**src/rtl/config_loader.sv**
```systemverilog
// Streams WORD-wide words into a staging image, commits it atomically to c.
// Optional trailing XOR check word: define CONFIG_LOADER_CHECKSUM_EN.
module config_loader #(
  parameter int CFG_BITS = 248,
  parameter int WORD     = 8,
  localparam int NWORDS  = (CFG_BITS + WORD - 1) / WORD,
  localparam int CNT_W   = $clog2(NWORDS + 1)
) (
  input  logic                clk,
  input  logic                rst,
  input  logic                cfg_start,
  input  logic [WORD-1:0]     cfg_data,
  input  logic                cfg_valid,
  output logic                cfg_ready,
  output logic                cfg_busy,
  output logic                cfg_done,
  output logic                cfg_err,
  output logic [CFG_BITS-1:0] c
);

  localparam int SW = NWORDS * WORD;
  localparam logic [CNT_W-1:0] LAST = CNT_W'(NWORDS - 1);

  typedef enum logic [2:0] {
    IDLE,
    LOAD,
    COMMIT,
    DONE,
    ERROR
`ifdef CONFIG_LOADER_CHECKSUM_EN
    , CHECK
`endif
  } state_t;

  state_t              state_q;
  logic [CNT_W-1:0]    cnt_q;
  logic [SW-1:0]       stage_q;
  logic [CFG_BITS-1:0] c_q;
  logic                ready_q;
  logic                busy_q;
  logic                done_q;

`ifdef CONFIG_LOADER_CHECKSUM_EN
  logic [WORD-1:0]     sum_q;
  logic                err_q;
`endif

  always_ff @(posedge clk or posedge rst) begin
    if (rst) begin
      state_q <= IDLE;
      cnt_q   <= '0;
      stage_q <= '0;
      c_q     <= '0;
      ready_q <= 1'b0;
      busy_q  <= 1'b0;
      done_q  <= 1'b0;
`ifdef CONFIG_LOADER_CHECKSUM_EN
      sum_q   <= '0;
      err_q   <= 1'b0;
`endif
    end else if (cfg_start && state_q != COMMIT) begin
      // restart beats a word presented in the same cycle
      state_q <= LOAD;
      cnt_q   <= '0;
      stage_q <= '0;
      ready_q <= 1'b1;
      busy_q  <= 1'b1;
      done_q  <= 1'b0;
`ifdef CONFIG_LOADER_CHECKSUM_EN
      sum_q   <= '0;
      err_q   <= 1'b0;
`endif
    end else begin
      unique case (state_q)
        LOAD: begin
          if (cfg_valid) begin
            stage_q[WORD*int'(cnt_q) +: WORD] <= cfg_data;
            cnt_q <= cnt_q + 1'b1;
`ifdef CONFIG_LOADER_CHECKSUM_EN
            sum_q <= sum_q ^ cfg_data;
            if (cnt_q == LAST) state_q <= CHECK;
`else
            if (cnt_q == LAST) begin
              state_q <= COMMIT;
              ready_q <= 1'b0;
              busy_q  <= 1'b0;
            end
`endif
          end
        end
`ifdef CONFIG_LOADER_CHECKSUM_EN
        CHECK: begin
          if (cfg_valid) begin
            ready_q <= 1'b0;
            busy_q  <= 1'b0;
            if (cfg_data == sum_q) begin
              state_q <= COMMIT;
            end else begin
              state_q <= ERROR;
              err_q   <= 1'b1;
            end
          end
        end
`endif
        COMMIT: begin
          c_q     <= stage_q[CFG_BITS-1:0];
          state_q <= DONE;
          done_q  <= 1'b1;
        end
        default: ;
      endcase
    end
  end

  assign cfg_ready = ready_q;
  assign cfg_busy  = busy_q;
  assign cfg_done  = done_q;
  assign c         = c_q;

`ifdef CONFIG_LOADER_CHECKSUM_EN
  assign cfg_err = err_q;
`else
  assign cfg_err = 1'b0;
`endif

endmodule

```
**config.mk**
```make
export PLATFORM = sky130hd
export DESIGN_NAME = config_loader
export DESIGN_NICKNAME = d
export VERILOG_FILES = /design/src/rtl/config_loader.sv
export SDC_FILE = /design/constraint.sdc
export NUM_CORES = 1
export LEC_CHECK = 0
export BUFFER_PORTS_ARGS = -buffer_cell sky130_fd_sc_hd__buf_2
export CORE_ASPECT_RATIO = 0.6
export CORE_MARGIN = 2
export CORE_UTILIZATION = 60
export DETAILED_ROUTE_END_ITERATION = 10
export PLACE_DENSITY = 0.89
export RECOVER_POWER = 50
export SYNTH_ARGS = -nofsm -noshare
export SYNTH_HDL_FRONTEND = slang
export SYNTH_SLANG_ARGS = --single-unit
```
**constraint.sdc**
```tcl
create_clock -name clk -period 39.6 [get_ports clk]
set_clock_uncertainty 0.05 [all_clocks]
set_input_delay 3.96 -clock clk [delete_from_list [all_inputs] [get_ports clk]]
set_output_delay 3.96 -clock clk [all_outputs]
set_load 0.1 [all_outputs]
```
---- After elaboration in Yosys (flattened, before gate mapping) ----
Cells that the tools add are included.
storage, ports and cells
  bits in registers ....................... 506
  latch bits .............................. 0
  bits in writable memories ............... 0
  memory bits (read-only) ................. 0
  output and inout bits ................... 252
  memories kept ........................... 0
operators by class
  add/sub/neg operators ................... 2
  multiply operators ...................... 0
  div/mod/pow operators ................... 0
  $lt $le $gt $ge ......................... 0
  equality and inequality tests ........... 6
  shift operators ......................... 2
  multiplexer cells ....................... 17
  bitwise operators ....................... 1
  reduce and logical (&&, ||, !) cells .... 10
operators by type and width
  operator                  count
  $mux 248                  3
  $bwmux 248                1
  $shift 8x33->248 const A  1
  $shiftx 8x33->248         1
  $neg 8->33                1
  $mux 5                    3
  $mux 3                    3
  $reduce_bool 2->1         4
  $mux 1                    6
  $ne 3x3->1 const B        2
  $pmux 3 s2                1
  $reduce_and 3->1          2
  $add 5x1->5 const B       1
  $eq 5x5->1 const B        1
  $reduce_and 2->1          2
  $eq 3x1->1 const B        1
  $eq 3x2->1 const B        1
  $ne 3x2->1 const B        1
  $reduce_bool 3->1         1
  $logic_and 1x1->1         1
  $not 1->1                 1

---- Logic depth before layout (Yosys ltp) ----
Gate-level depths: netlist (run 1).
  depth after elaboration ................. 6
  mapped depth ............................ 16

---- Worst setup path before layout (run 1) ----
OpenSTA, ideal clock, no wires.
  kind .................................... input -> register
  start point ............................. in cfg_start
  end point ............................... reg stage_q[136]
  library setup time ...................... 131 ps
  arrival time ............................ 5,352 ps
  path slack .............................. 34,067 ps
  stages on the path ...................... 8
  buffers on the path ..................... 3
  path through ............................ buf_4 nand2b_1 buf_2 a31oi_2 nand4_1 clkbuf_1 nand3_1 o21ai_0
between the ends
  longest elaborated chain between the ends .. 3
  elaborated cells on any way between the ends .. 5
  classes of those cells .................. mux (1); reduce/logical (4)
RTL lines
  what                           line  text
  start, declared                11    input logic cfg_start,
  $logic_and 1x1->1 *            61    end else if (cfg_start && state_q != COMMIT) begin
  $reduce_bool 2->1 (no line)    n/a
  $reduce_and 2->1 (no line)     n/a
  end signal, assigned by index  77    stage_q[WORD*int'(cnt_q) +: WORD] <= cfg_data;
  end, declared                  37    logic [SW-1:0] stage_q;
Mark *: on every way between the ends. The rest lies on a longest branch, timed or not.
A chain may end at the register's enable or synchronous reset.

==> results of run 1 <==
==> area by class of cell <==
cell class | instances | area [um^2]
Antenna cell | 5 | 12.5
Sequential cell | 505 | 12600
Fill cell | 2555 | 10400
Multi-Input combinational cell | 1508 | 7330
Tap cell | 459 | 574
Inverter | 9 | 35.0
Clock buffer | 74 | 1470
Clock inverter | 11 | 158
Timing Repair Buffer | 273 | 1180
==> per-stage QoR <==
stage                     power (W)  worst slack (ns)  instance area (um^2)
after detailed placement   0.000570             31.96                 22000
after global placement     0.000569             32.08                 22000
after CTS                   0.00104             32.54                 23600
final                       0.00104             28.23                 23400
after global routing        0.00106             26.66                 23400
after floorplan            0.000558             21.49                 20700
==> registers in the layout, summed over array words and instances (netlist names) <==
| signal | flops |
|---|---|
| c | 248 |
| stage_q | 248 |
| cnt_q | 5 |
| state_q | 2 |
| cfg_busy | 1 |
| cfg_done | 1 |
==> metal layers <==
metal | GRT usage (%) | routed length [um] | up-vias
li1 | - | - | 7503
met1 | 47.2 | 24300 | 8379
met2 | 47.1 | 25500 | 894
met3 | 7.97 | 6280 | 136
met4 | 9.94 | 1640 | 0
met5 | 0 | 0 | -
==> cells in the final DEF, fill, tap and decap left out, drive strengths merged, types with 4 or more instances in the layout <==
master / n
nand2b: 7
clkinv: 6
buf: 107
dfrtp: 505
mux2i: 62
diode: 5
inv: 8
o21ai: 119
a311oi: 9
and3: 6
nand4: 25
ha: 4
a21oi: 11
nor2: 15
and2: 15
nor3: 5
nand2: 919
nand3: 210
bufinv: 4
clkbuf: 240
o31ai: 62
==> final timing paths <==
path                                       to  cells after the start                      from  slack [ns]
min reg2reg                c[101]$_DFFE_PP0P_                      2  stage_q[101]$_DFFE_PP0P_        0.41
min                        c[101]$_DFFE_PP0P_                      2  stage_q[101]$_DFFE_PP0P_        0.41
max                        c[194]$_DFFE_PP0P_                      5                       rst       28.23
max in group clk             c[9]$_DFFE_PP0P_                      4    state_q[1]$_DFFE_PP0P_       29.36
min in group asynchronous  c[153]$_DFFE_PP0P_                      2                       rst        4.70
max reg2reg                  c[9]$_DFFE_PP0P_                      4    state_q[1]$_DFFE_PP0P_       29.36
==> cell families after synthesis <==
family | share of synthesized area (%)
AOI/OAI and AO/OA | 6.90
xor gates and xnor gates | 0.248
adders and majority gates | 0.242
buffers and inverters | 3.64
DFF | 61.0
muxes | 3.07
other | 0.0181
and+or+nand+nor | 24.9
==> worst reg2reg max path, stage by stage (launching register included) <==
cell      delay, ns
dfrtp_1        0.48
nor2b_1        0.21
clkbuf_1       7.64
nand2_1        1.43
nand2_1        0.33
==> power by group <==
group          leakage (nW)  total [W]  internal, W  switching, W
Sequential             7.05   0.000518     0.000517    0.00000120
Combinational          4.05  0.0000441   0.00000608     0.0000381
Clock                 0.804   0.000475     0.000280      0.000194
Total                  11.9    0.00104     0.000803      0.000234
==> key figures, run 1 <==
Setup path
  – Most used cell, CP: buf_4
  – Cell family with most CP delay: buffers and inverters
  – CP max stage delay: 3.10 ns
  – Crit Path Category: primary input to async pin
  – Crit path capture type: async pin
  – CP Max Fanout: 106
  – Crit start category: primary input
  – Bufs and invs on worst path: 5
  – Slowest-stage cell, CP: clkbuf_1
  – CP arrival: 11.83 ns
  – Critical path cell sequence: buf_2, clkinvlp_2, clkbuf_1, buf_4, buf_4
  – Crit path required time: approximately 40 ns

Synth
  – Register bit total from synthesis: 505
  – Post-synthesis cell count: 2175
  – EDFF count, synth: 0
  – Ys flop type: dfrtp_1
  – Post-synthesis sequential area ratio: 61.0%
  – Syn_area_per_cell: 9.52 um^2
  – Largest cells by area after synthesis: dfrtp_1 61%, nand2_1 16%, nand3_1 5.0%, mux2i_1 3.0%, o31ai_1 2.2%
  – Unique masters post-synth: 67
  – Synth warnings: 0
  – Post-synth top area cell: dfrtp_1
  – Cell with the most instances after synthesis: nand2_1
  – Mapped Area: 0.0207 mm^2
  – Syn_nets: 2191
  – Synth top cells by count: 909 x nand2_1, 505 x dfrtp_1, 206 x nand3_1
  – Post-synth top area share: 61.0%
  – Asr flop ratio synth: 100%

Worst hold path
  – Hold Path Class: flip-flop to flip-flop

Detailed routing
  – Post-route DRC violation count: 0
  – Antenna Nets Post-Route: 0
  – Vias: 16912
  – 1st-iter DRT viols: between 2000 and 2500
  – WL/cell: between 20 and 25 um
  – Via density: 5.95
  – Final wirelength: around 58000 um
  – Pre-antenna DRT Iters: 6

Floorplanning
  – Initial core utilization: 61.2%
  – Row count: 52
  – Die width: 244 um
  – Die Y: between 100 and 150 um
  – Io pins: 264
  – Die area: 0.0361 mm^2
  – Core Area: between 0.03 and 0.04 mm^2

Outcome
  – Violations in the final reports: capacitance limit, slew limit
  – Outcome: finished with violations

CTS
  – H-tree Lvls: 2
  – CTS tree: built
  – Number of post-CTS setup repair buffers: 0
  – Clk sinks: ~510
  – CTS max path bufs: 3
  – Clock insertion delay at the later pin of the skew report: 0.56 ns
  – Cts repair resizes: 0
  – Hold_buf cts: 0
  – Root buffer cell: clkbuf_16
  – Clock Pin Slew Worst Setup and Hold Paths: 0.07 ns
  – TritonCTS Buffers: 46

Timing
  – Tightest Pin Transition: 11.09 ns
  – Final max-slew violation count: 546
  – Final period util: 28.7%
  – Final min period: 11.37 ns
  – RSZ-0062 raised after global routing: false
  – Fin. Hold Viols: 0
  – Worst hold slack: 0.412 ns
  – Max_slew headroom: -639%
  – Final TNS setup: 0 ns
  – Max Clk Rate: 0.0880 GHz
  – Final setup vio count: 0

Pwr
  – Total leakage power: 11.9 nW
  – PD cells: around 44 mW/mm^2
  – Maximum vdd drop: 37.4 uV

Finish
  – Final nets: 2359
  – Synthesis-to-finish area growth: 12.9%
  – Final instance count without filler cells: 2844
  – Util after Layout: 69.2%
  – Layout cell share with drive strength beyond 1: approximately a tenth

Global routing
  – Vias in the first global route: 16284
  – Global-route wire length before repair: 90200 um
  – GRT Util Overall: 31.9%
  – Initial antenna violation count: 1
  – GR Overflow Total: 0
  – Largest net degree at the start of global routing: 250

Job
  – Max-cap violations: 5

Place
  – Dpl cells: 2754
  – # port buffers: 262
  – Final HPWL DP: around 37000 um
  – GP Congestion: between 0.8 and 0.9
Note: power is estimated with default switching activity, not from simulation.
==> inputs of run 2 (changes only) <==
--- a/config.mk
+++ b/config.mk
@@ -8,9 +8,9 @@
 export BUFFER_PORTS_ARGS = -buffer_cell sky130_fd_sc_hd__buf_2
 export CORE_ASPECT_RATIO = 0.6
 export CORE_MARGIN = 2
-export CORE_UTILIZATION = 60
+export CORE_UTILIZATION = 52
 export DETAILED_ROUTE_END_ITERATION = 10
-export PLACE_DENSITY = 0.89
+export PLACE_DENSITY = 0.83
 export RECOVER_POWER = 50
 export SYNTH_ARGS = -nofsm -noshare
 export SYNTH_HDL_FRONTEND = slang
==> constraint.sdc (replaced) <==
create_clock -name clk -period 9.8 [get_ports clk]
set_clock_uncertainty 0.05 [all_clocks]
set_input_delay 0.98 -clock clk [delete_from_list [all_inputs] [get_ports clk]]
set_output_delay 0.98 -clock clk [all_outputs]
set_load 0.1 [all_outputs]
==> key figures, run 2 (synthesized netlist as in run 1, its figures left out) <==
Outcome
  – Outcome: finished with violations
  – Violations in the final reports: capacitance limit, slew limit

Detailed routing
  – Met1 Wirelength: about 26000 um
  – 1st-iter DRT viols: 1862
  – Antenna Nets Post-Route: 0
  – Pre-antenna DRT Iters: 6
  – Top sig layer: met4
  – Post-route DRC violation count: 0
  – Vias: 16511
  – Met3 routed WL: 5030 um
  – Via density: 5.69
  – WL/cell: 20.0 um
  – Metal2 WL: about 26000 um
  – Final wirelength: around 58000 um

Place
  – GP Congestion: 0.857
  – # port buffers: 262
  – Final HPWL DP: 38500 um
  – Placed inst area: between 0.02 and 0.025 mm^2

CTS
  – TritonCTS Buffers: 47
  – Clk sinks: 505
  – Root buffer cell: clkbuf_16
  – Clock Pin Slew Worst Setup and Hold Paths: 0.06 ns
  – Clock insertion delay at the later pin of the skew report: 0.56 ns
  – CTS max path bufs: 3
  – CTS tree: built
  – H-tree Lvls: 2
  – Cts repair resizes: 0
  – Number of post-CTS setup repair buffers: 0
  – Hold_buf cts: 0

Timing
  – RSZ-0062 raised after global routing: false
  – Final min period: 5.33 ns
  – Final TNS setup: 0 ns
  – Tightest Pin Transition: 4.13 ns
  – Max Clk Rate: approximately 0.19 GHz
  – Final period util: 54.4%
  – Fin. Hold Viols: 0
  – Max_slew headroom: -176%
  – Final max-slew violation count: 108
  – Final setup vio count: 0

Floorplanning
  – Initial core utilization: 52.9%
  – Die area: 0.0415 mm^2
  – Die Y: about 160 um
  – Core Area: 0.0392 mm^2
  – Io pins: 264
  – Die width: 262 um
  – Row count: 56

Setup path
  – Crit start category: primary input
  – CP Max Fanout: 74
  – Slowest-stage cell, CP: clkbuf_1
  – Critical path cell sequence: clkbuf_1, clkinvlp_4, clkbuf_1, buf_4, buf_4
  – Bufs and invs on worst path: 5
  – CP arrival: 5.87 ns
  – Crit path required time: 10.33 ns
  – Crit path capture type: async pin
  – CP max stage delay: 2.87 ns
  – Cell family with most CP delay: buffers and inverters
  – Crit Path Category: primary input to async pin

Finish
  – Final nets: between 2000 and 2500
  – Final Cell Area: 0.0234 mm^2
  – Synthesis-to-finish area growth: 12.9%
  – Commonest non-fill, non-tap cell in the layout: nand2_1
  – Layout cell share with drive strength beyond 1: 6.26%
  – Most frequent cells in the layout: 908 x nand2_1, 505 x dfrtp_1, 261 x clkbuf_1, 206 x nand3_1, 91 x o21ai_0

Global routing
  – GRT Util Overall: roughly 28%
  – Largest net degree at the start of global routing: 176
  – Initial antenna violation count: 1
  – Vias in the first global route: about 16000
  – Global-route wire length before repair: 90300 um
  – GR Overflow Total: 0

Pwr
  – PD cells: 179 mW/mm^2
  – Maximum vdd drop: 93.9 uV
  – Total leakage power: 11.5 nW

Worst hold path
  – Hold Path Class: flip-flop to flip-flop

Job
  – Max-cap violations: 3
==> run 2: changes by cell type in the layout (fill, tap and decap cells not counted), sizes merged <==
cell	previous run	this run
clkinv	6	4
clkbuf	240	328
buf	107	22
diode	5	1
bufinv	4	3
==> run 2: through the flow <==
| stage | setup WS, ns | cells | total power [W] | utilization (%) | hold WS (ns) |
|---|---|---|---|---|---|
| 3_5_place_dp | 5.57 | 2819 | 0.00231 | 56.4 | 0.404 |
| 5_1_grt | 3.59 | 2903 | 0.00430 | 59.7 | 0.437 |
| 6_report | 4.47 | 2903 | 0.00418 | 59.7 | 0.414 |
| 3_3_place_gp | 5.65 | 2819 | 0.00231 | 56.4 | 0.399 |
| 2_1_floorplan | 1.92 | 2175 | 0.00226 | - | 0.388 |
| 4_1_cts | 5.56 | 2902 | 0.00420 | 60.6 | 0.417 |
==> run 2: worst paths after layout <==
check                                   startpoint  slack (ns)                       end  cells after the start
max                                            rst        4.47        c[104]$_DFFE_PP0P_                      5
min                        stage_q[64]$_DFFE_PP0P_        0.41         c[64]$_DFFE_PP0P_                      2
max reg2reg                 state_q[1]$_DFFE_PP0P_        4.90  stage_q[189]$_DFFE_PP0P_                      5
min reg2reg                stage_q[64]$_DFFE_PP0P_        0.41         c[64]$_DFFE_PP0P_                      2
max in group clk            state_q[1]$_DFFE_PP0P_        4.90  stage_q[189]$_DFFE_PP0P_                      5
min in group asynchronous                      rst        1.99         c[25]$_DFFE_PP0P_                      3
==> run 2: tightest hold or removal path: cells and delay by family (launching register included) <==
family,cells,cell delay (ns)
flip-flops,1,0.34
AND/OR/NAND/NOR,2,0.10
==> run 2: power by group <==
group	switching [W]	internal, W	total, W
Clock	0.000781	0.00113	0.00191
Sequential	0.00000488	0.00209	0.00209
Combinational	0.000155	0.0000259	0.000181
==> run 2: per-layer routing <==
layer	GRT usage [%]	up-vias
met3	5.84	90
met4	6.03	0
li1	-	7496
met5	0	-
met1	42.7	8260
met2	41.7	665
==> run 2: layout make-up <==
| cell class | count | area (um^2) |
|---|---|---|
| Clock buffer | 75 | 1500 |
| Timing Repair Buffer | 275 | 1100 |
| Tap cell | 522 | 653 |
| Fill cell | 3403 | 15800 |
| Sequential cell | 505 | 12600 |
| Multi-Input combinational cell | 1508 | 7330 |
| Antenna cell | 1 | 2.50 |
| Inverter | 9 | 37.5 |
| Clock inverter | 8 | 118 |
==> inputs of run 3 (changes only) <==
==> constraint.sdc (replaced) <==
create_clock -name clk -period 4.9 [get_ports clk]
set_clock_uncertainty 0.05 [all_clocks]
set_input_delay 0.49 -clock clk [delete_from_list [all_inputs] [get_ports clk]]
set_output_delay 0.49 -clock clk [all_outputs]
set_load 0.1 [all_outputs]
==> key figures, run 3 (synthesized netlist as in run 1, its figures left out) <==
Outcome
  – Outcome: finished with violations
  – Violations in the final reports: capacitance limit, slew limit

Finish
  – Final nets: 2359
  – Commonest non-fill, non-tap cell in the layout: nand2_1
  – Footprint of the multi-input gates: 0.00735 mm^2
  – Most frequent cells in the layout: 908 x nand2_1, 505 x dfrtp_1, 206 x nand3_1, 145 x buf_2, 127 x clkbuf_1
  – Synthesis-to-finish area growth: 13.1%
  – Register Area: 0.0126 mm^2
  – Layout cell share with drive strength beyond 1: a little under an eighth
  – Final instance count without filler cells: 2897
  – Fill cells: 3273

Timing
  – Final TNS setup: 0 ns
  – Tightest Pin Transition: ~3.1 ns
  – Max_slew headroom: -107%
  – Final max-slew violation count: 731
  – Final setup vio count: 0
  – Max Clk Rate: 0.241 GHz
  – Fin worst setup slack: 0.751 ns
  – Fin. Hold Viols: 0
  – RSZ-0062 raised after global routing: false
  – Final min period: 4.15 ns
  – Final period util: 84.7%

Pwr
  – Sw Ratio: 22.7%
  – Part of the power in registers: 51.2%
  – Total leakage power: 12.1 nW
  – Clock share of power: 44.4%
  – Pint: 0.00632 W
  – PD cells: 349 mW/mm^2
  – Switch Pwr: approximately 0.0019 W
  – Maximum vdd drop: 242 uV
  – Share of total power in combinational logic: roughly 4.4%

CTS
  – CTS max path bufs: 3
  – Clk sinks: approximately 500
  – TritonCTS Buffers: 45
  – Clock insertion delay at the later pin of the skew report: 0.56 ns
  – Number of post-CTS setup repair buffers: 0
  – Root buffer cell: clkbuf_16
  – CTS tree: built
  – Clock Pin Slew Worst Setup and Hold Paths: ~0.070 ns
  – Hold_buf cts: 0
  – Cts repair resizes: 0
  – H-tree Lvls: 2

Detailed routing
  – Post-route DRC violation count: 0
  – Vias: roughly 17000
  – Final wirelength: 58100 um
  – Via density: 5.72
  – WL/cell: 20.1 um
  – Antenna Nets Post-Route: 0
  – 1st-iter DRT viols: 1955
  – Pre-antenna DRT Iters: 6

Floorplanning
  – Die area: 0.0415 mm^2
  – Io pins: 264
  – Row count: 56
  – Core Area: 0.0392 mm^2
  – Die width: 262 um
  – Initial core utilization: 52.9%
  – Die Y: approximately 160 um

Setup path
  – Reg-to-reg setup timing slack: 0.75 ns
  – CP arrival: 4.54 ns
  – Worst Setup SP: cnt_q[0]$_DFFE_PP0P_
  – Crit path capture: stage_q[22]$_DFFE_PP0P_
  – CP Max Fanout: 23
  – Crit path capture type: flip-flop
  – Crit start category: flip-flop
  – Crit path required time: 5.29 ns
  – Crit Reg-Reg Endpoint: stage_q[22]$_DFFE_PP0P_
  – FF-to-FF path depth: 9
  – Reg2reg start: cnt_q[0]$_DFFE_PP0P_
  – Crit Path Category: flip-flop to flip-flop

Global routing
  – Largest net degree at the start of global routing: 250
  – GR Overflow Total: 0
  – Vias in the first global route: 16117
  – GRT Util Overall: 28.1%
  – Global-route wire length before repair: 90400 um
  – Initial antenna violation count: 3

Place
  – Final HPWL DP: 38500 um
  – GP Congestion: slightly below 0.9
  – Setup WS pre-CTS: 0.876 ns
  – Dpl cells: 2818
  – # port buffers: 262

Worst hold path
  – Hold_sp: cfg_data[6]
  – Hold Path Class: primary input to flip-flop

Job
  – Max-cap violations: 5
run 3: power groups by stage:
stage / Sequential (W) / Clock, W / Combinational, W
final: 0.00418 / 0.00363 / 0.000359
after global routing: 0.00418 / 0.00384 / 0.000393
after CTS: 0.00418 / 0.00367 / 0.000362
after detailed placement: 0.00426 / 0 / 0.000361
after global placement: 0.00426 / 0 / 0.000355
after floorplan: 0.00426 / 0 / 0.000254
run 3: final cells by class:
cell class | count | share of cell area (%)
Inverter | 9 | 0.150
Clock buffer | 65 | 5.69
Antenna cell | 2 | 0.0214
Sequential cell | 505 | 53.9
Tap cell | 522 | 2.79
Multi-Input combinational cell | 1508 | 31.4
Clock inverter | 12 | 0.710
Timing Repair Buffer | 274 | 5.36
run 3: through the flow:
step / hold slack (ns) / instance area, um^2 / util (%) / total power [W]
4_1_cts: 0.0377 / 23700 / 60.4 / 0.00821
5_1_grt: 0.177 / 23400 / 59.8 / 0.00842
6_report: 0.167 / 23400 / 59.8 / 0.00817
3_3_place_gp: 0.398 / 22200 / 56.6 / 0.00462
3_5_place_dp: 0.402 / 22200 / 56.6 / 0.00462
2_1_floorplan: 0.388 / 20700 / - / 0.00451
run 3: critical path, stage by stage, from the launching register on:
cell      delay, ns
dfrtp_1        0.79
inv_1          0.18
ha_1           0.37
nand2b_1       0.15
nor2_1         0.05
ha_1           0.55
inv_1          0.21
a31oi_1        0.54
nand4b_1       0.66
o31ai_1        0.48
run 3: routing by layer:
layer / GRT usage (%) / part of all wire (%) / vias to the layer above
met5: 0 / 0.012 / -
met4: 6.36 / 1.9 / 2
met3: 7.56 / 9.3 / 104
met2: 42.1 / 45 / 744
met1: 41.0 / 44 / 8240
li1: - / - / 7482
run 3: worst min path at each step:
stage                                         to  slack (ns)  depth (start not counted)
after floorplan               c[104]$_DFFE_PP0P_        0.39                          2
after detailed placement       c[73]$_DFFE_PP0P_        0.40                          2
after global placement         c[38]$_DFFE_PP0P_        0.40                          2
after CTS                     c[155]$_DFFE_PP0P_        0.04                          2
final                     stage_q[6]$_DFFE_PP0P_        0.17                          3
after global routing      stage_q[1]$_DFFE_PP0P_        0.18                          3
